$ cat config.mk
export PLATFORM = sky130hd
export DESIGN_NAME = alu_dec
export DESIGN_NICKNAME = d
export VERILOG_FILES = /design/src/rtl/alu_dec.sv
export SDC_FILE = /design/constraint.sdc
export NUM_CORES = 1
export LEC_CHECK = 0
export ABC_AREA = 1
export BUFFER_PORTS_ARGS = -buffer_cell sky130_fd_sc_hd__buf_2
export CAP_MARGIN = 20
export CORE_MARGIN = 10
export CORE_UTILIZATION = 50
export DETAILED_ROUTE_END_ITERATION = 7
export PLACE_DENSITY = 0.7
export SLEW_MARGIN = 20
export SYNTH_ARGS = -nofsm -noshare
export SYNTH_HDL_FRONTEND = slang
export SYNTH_SLANG_ARGS = --single-unit
$ cat constraint.sdc
create_clock -name vclk -period 7.53
set_input_delay 0.3765 -clock vclk [all_inputs]
set_output_delay 0.3765 -clock vclk [all_outputs]
set_load 0.01 [all_outputs]
$ cat src/rtl/alu_dec.sv
// RV32I ALU operation decoder plus combinational datapath.
// Define ALU_OUT_REG_EN to register the result on Out_q; otherwise Out_q mirrors Out.
module alu_dec (
    input  logic        Clock,
    input  logic        Reset_n,
    input  logic [6:0]  opcode,
    input  logic [2:0]  funct,
    input  logic        add_rshift_type,
    input  logic [31:0] A,
    input  logic [31:0] B,
    output logic [3:0]  ALUop,
    output logic [31:0] Out,
    output logic [31:0] Out_q
);

    localparam logic [6:0] OPC_LUI       = 7'b0110111;
    localparam logic [6:0] OPC_AUIPC     = 7'b0010111;
    localparam logic [6:0] OPC_JAL       = 7'b1101111;
    localparam logic [6:0] OPC_JALR      = 7'b1100111;
    localparam logic [6:0] OPC_BRANCH    = 7'b1100011;
    localparam logic [6:0] OPC_LOAD      = 7'b0000011;
    localparam logic [6:0] OPC_STORE     = 7'b0100011;
    localparam logic [6:0] OPC_ARI_ITYPE = 7'b0010011;
    localparam logic [6:0] OPC_ARI_RTYPE = 7'b0110011;
    localparam logic [6:0] OPC_CSR       = 7'b1110011;
    localparam logic [6:0] OPC_NOOP      = 7'b0000000;

    localparam logic [3:0] OP_ADD    = 4'd0;
    localparam logic [3:0] OP_SUB    = 4'd1;
    localparam logic [3:0] OP_SLL    = 4'd2;
    localparam logic [3:0] OP_SLT    = 4'd3;
    localparam logic [3:0] OP_SLTU   = 4'd4;
    localparam logic [3:0] OP_XOR    = 4'd5;
    localparam logic [3:0] OP_SRL    = 4'd6;
    localparam logic [3:0] OP_SRA    = 4'd7;
    localparam logic [3:0] OP_OR     = 4'd8;
    localparam logic [3:0] OP_AND    = 4'd9;
    localparam logic [3:0] OP_COPY_B = 4'd10;
    localparam logic [3:0] OP_COPY_A = 4'd11;
    localparam logic [3:0] OP_ZERO   = 4'd15;

    logic [3:0]  alu_op_s;
    logic [31:0] result_s;
    logic [4:0]  shamt_s;

    // Immediate forms never subtract: bit 30 is part of the immediate there.
    function automatic logic [3:0] decode_arith(input logic [2:0] f,
                                                input logic       alt,
                                                input logic       allow_sub);
        logic [3:0] op;
        case (f)
            3'b000: begin
                if (allow_sub && alt) begin
                    op = OP_SUB;
                end else begin
                    op = OP_ADD;
                end
            end
            3'b001: op = OP_SLL;
            3'b010: op = OP_SLT;
            3'b011: op = OP_SLTU;
            3'b100: op = OP_XOR;
            3'b101: begin
                if (alt) begin
                    op = OP_SRA;
                end else begin
                    op = OP_SRL;
                end
            end
            3'b110: op = OP_OR;
            3'b111: op = OP_AND;
            default: op = OP_ZERO;
        endcase
        return op;
    endfunction

    // Opcode to ALU operation decode.
    always_comb begin
        alu_op_s = OP_ZERO;
        case (opcode)
            OPC_LUI:       alu_op_s = OP_COPY_B;
            OPC_AUIPC,
            OPC_JAL,
            OPC_JALR,
            OPC_BRANCH,
            OPC_LOAD,
            OPC_STORE:     alu_op_s = OP_ADD;
            OPC_ARI_RTYPE: alu_op_s = decode_arith(funct, add_rshift_type, 1'b1);
            OPC_ARI_ITYPE: alu_op_s = decode_arith(funct, add_rshift_type, 1'b0);
            OPC_CSR:       alu_op_s = OP_COPY_A;
            OPC_NOOP:      alu_op_s = OP_ZERO;
            default:       alu_op_s = OP_ZERO;
        endcase
    end

    assign shamt_s = B[4:0];

    // Datapath result selected by the decoded operation.
    always_comb begin
        result_s = 32'd0;
        case (alu_op_s)
            OP_ADD:    result_s = A + B;
            OP_SUB:    result_s = A - B;
            OP_SLL:    result_s = A << shamt_s;
            OP_SLT:    result_s = ($signed(A) < $signed(B)) ? 32'd1 : 32'd0;
            OP_SLTU:   result_s = (A < B) ? 32'd1 : 32'd0;
            OP_XOR:    result_s = A ^ B;
            OP_SRL:    result_s = A >> shamt_s;
            OP_SRA:    result_s = $unsigned($signed(A) >>> shamt_s);
            OP_OR:     result_s = A | B;
            OP_AND:    result_s = A & B;
            OP_COPY_B: result_s = B;
            OP_COPY_A: result_s = A;
            default:   result_s = 32'd0;
        endcase
    end

    assign ALUop = alu_op_s;
    assign Out   = result_s;

`ifdef ALU_OUT_REG_EN
    logic [31:0] out_q_r;

    // Result register, cleared asynchronously by reset.
    always_ff @(posedge Clock or negedge Reset_n) begin
        if (!Reset_n) begin
            out_q_r <= 32'd0;
        end else begin
            out_q_r <= result_s;
        end
    end

    assign Out_q = out_q_r;
`else
    logic unused_clk_rst_s;

    assign unused_clk_rst_s = ^{Clock, Reset_n};
    assign Out_q            = result_s;
`endif

endmodule

==> flow_metrics.tcl <==
set metrics [dict create \
    outcome "finished, final reports clean" \
    crit_required_ps 7150 \
    final.setup.tns_ps 0 \
    holdBufCountCts 0 \
    grt_pass1_vias 14962 \
    fillers 2751 \
    drive_gt1_share_pct 7.56 \
    worst_pin_slew_ps 1090 \
    worstSetupEndpointType "primary output" \
    rsz0062_at_grt "no" \
    path_depth 13 \
    grt.total_usage_pct 35.2 \
    seq_area_frac_synth_pct 0 \
    wl_met2_mm 22.9 \
    antenna-diode-count 0 \
    fin_crit_sh_pct 58.3 \
    antenna_found_initial 1 \
    yosysTopAreaCell "nand2_1" \
    num_io_pins 145 \
    critical_path_class "input port to primary output" \
    synth.top_cell.area_share_pct 27.8 \
    yosys_warnings 0 \
    gp_congestion 1.05 \
    rows 56 \
    wl_per_cell_um 20.1 \
    syn_avg_cell_area_um2 4.76 \
    whs_path_depth 5 \
    start_util_pct 51.1 \
    cts-resized-gates 0 \
    die_w_um 175 \
    routedLengthMet1_mm 24.1 \
    maxSlewHeadroom_pct 27.0 \
    irDropWorstVdd_uv 49.3 \
    drc_errors 0 \
    min_period_ps 4390 \
    flops_and_latches 0 \
    crit_chain "buf_2, inv_2, nand2_2, nor2_4, nand2_2, nand3_2, nor2_8, nor2_2, nand2_2, nor3_1, nor2_1, nand2_1, buf_2" \
    clock.fmax_mhz 228 \
    cpMostUsedCell "nand2_2" \
    top_layer_used "met5" \
    dr_wl_met3_mm 6.56 \
    drv_slew 0 \
    hold_viol 0 \
    synth_top_cells_by_area "nand2_1 (28%), nand3_1 (18%), ha_1 (10%), inv_1 (9.9%), nor2_1 (8.0%)" \
    drv_cap 0 \
    syn_to_final_growth_pct 3.47 \
    crit_arrival_ps 4020 \
    dr.first_iter.drc_count 2541 \
    cp.buffers_inverters 3 \
    postRouteAntennaNets 0 \
    synth_cell_types 35 \
    grt_max_degree 77 \
    leakagePower_nw 7.49 \
    startpoint_type "input port" \
    finalWirelength_mm 57.1 \
    cpPeakStageDelay_ps 640 \
    via_count 16686 \
    critical_path.top_delay_family "simple AND/OR/NAND/NOR gates" \
    synth_common_cells "nand2_1 (895), nand3_1 (442), inv_1 (318)" \
    dr.pass1.iters 8 \
    yosysMostFrequentCell "nand2_1" \
    port_buffers 143 \
    viasPerCell 5.86 \
    hold_class "input port to primary output" \
    clock_buffers 0 \
    hpwl_mm 45.2 \
    synth_area_um2 12100 \
    core_um2 23600 \
    register_area_um2 0 \
    postCtsSetupBuffers 0 \
    path_max_fanout 35 \
    cp_slowest_cell "nor2_2" \
    powerDensity_nw_per_um2 62.9 \
    grt_pass1_wl_mm 86.7 \
    syn_nets 2711 \
    final_nets 2705 \
    fp.dieArea_um2 30800 \
    finalWorstSetupSlack_ps 3140 \
    synthCells 2535 \
    die_h_um 175 \
    pre_cts_slack_ps 3300 \
    grt-ovfl-total 0 \
    setup_viol 0 \
]
## metal layers
layer	global-route usage, %	up-vias
li1	-	8028
met1	47.9	7379
met2	52.5	1097
met3	5.21	180
met4	18.1	2
met5	0	-
## stage by stage
step | util (%) | power, mW | cells | hold WS [ps] | instance area (um^2)
floorplan | - | 0.520 | 2535 | 962 | 12100
global placement | 52.9 | 0.745 | 2846 | 1290 | 12500
detailed placement | 52.9 | 0.752 | 2846 | 1300 | 12500
CTS | 52.9 | 0.755 | 2846 | 1300 | 12500
global route | 52.9 | 0.860 | 2846 | 1330 | 12500
finish | 52.9 | 0.786 | 2846 | 1310 | 12500
## power breakdown
part | total [mW] | switching [mW] | internal, mW
Combinational | 0.786 | 0.566 | 0.219
Clock | 0 | 0 | 0
Sequential | 0 | 0 | 0
Total | 0.786 | 0.566 | 0.219
## cells in the final DEF (no fill, tap or decap)
| master | netlist | routed |
|---|---|---|
| o21a_1 | 2 | 2 |
| xor2_1 | 19 | 19 |
| o21ai_1 | 1 | 1 |
| nand3_2 | 3 | 3 |
| o21bai_1 | 10 | 10 |
| a21oi_1 | 54 | 54 |
| nand4_1 | 40 | 40 |
| nor2_8 | 2 | 2 |
| nor3_4 | 1 | 1 |
| and2_1 | 12 | 12 |
| nor2_4 | 3 | 4 |
| o22ai_1 | 31 | 31 |
| buf_4 | 39 | 14 |
| inv_1 | 318 | 317 |
| nor4_1 | 1 | 1 |
| nand3b_1 | 52 | 52 |
| ha_1 | 97 | 97 |
| nand2_4 | 2 | 2 |
| fa_1 | 2 | 2 |
| buf_2 | 22 | 143 |
| nor2_1 | 256 | 255 |
| o21ai_0 | 65 | 65 |
| and3_1 | 1 | 1 |
| inv_2 | 4 | 7 |
| or2_2 | 2 | 2 |
| nor2_2 | 8 | 8 |
| nand2_2 | 5 | 5 |
| clkinv_1 | 4 | 2 |
| nand3_1 | 442 | 442 |
| nor3_1 | 17 | 17 |
| nand2_1 | 895 | 895 |
| o211ai_1 | 21 | 21 |
## final timing paths
path | startpoint | end | slack (ps)
max | opcode[2] | Out[23] | 3140
min | opcode[6] | ALUop[3] | 1310
## layout make-up
class              count  area (um^2)  area share [%]
inverters            326         1220            9.79
repair buffers       157          821            6.57
well taps            319          399            3.19
multi-input cells   2044        10100            80.4
## kinds of logic (layout without fill, tap and decap cells)
kind of cell | Yosys count | count (layout) | synth area share (%)
buffers and inverters | 491 | 483 | 16.8
AND/OR/NAND/NOR | 1742 | 1742 | 62.8
AO/OA/AOI/OAI | 184 | 184 | 8.63
XOR/XNOR | 19 | 19 | 1.38
adder cells (fa/ha/maj) | 99 | 99 | 10.4
Note: power is estimated with default switching activity, not from simulation.
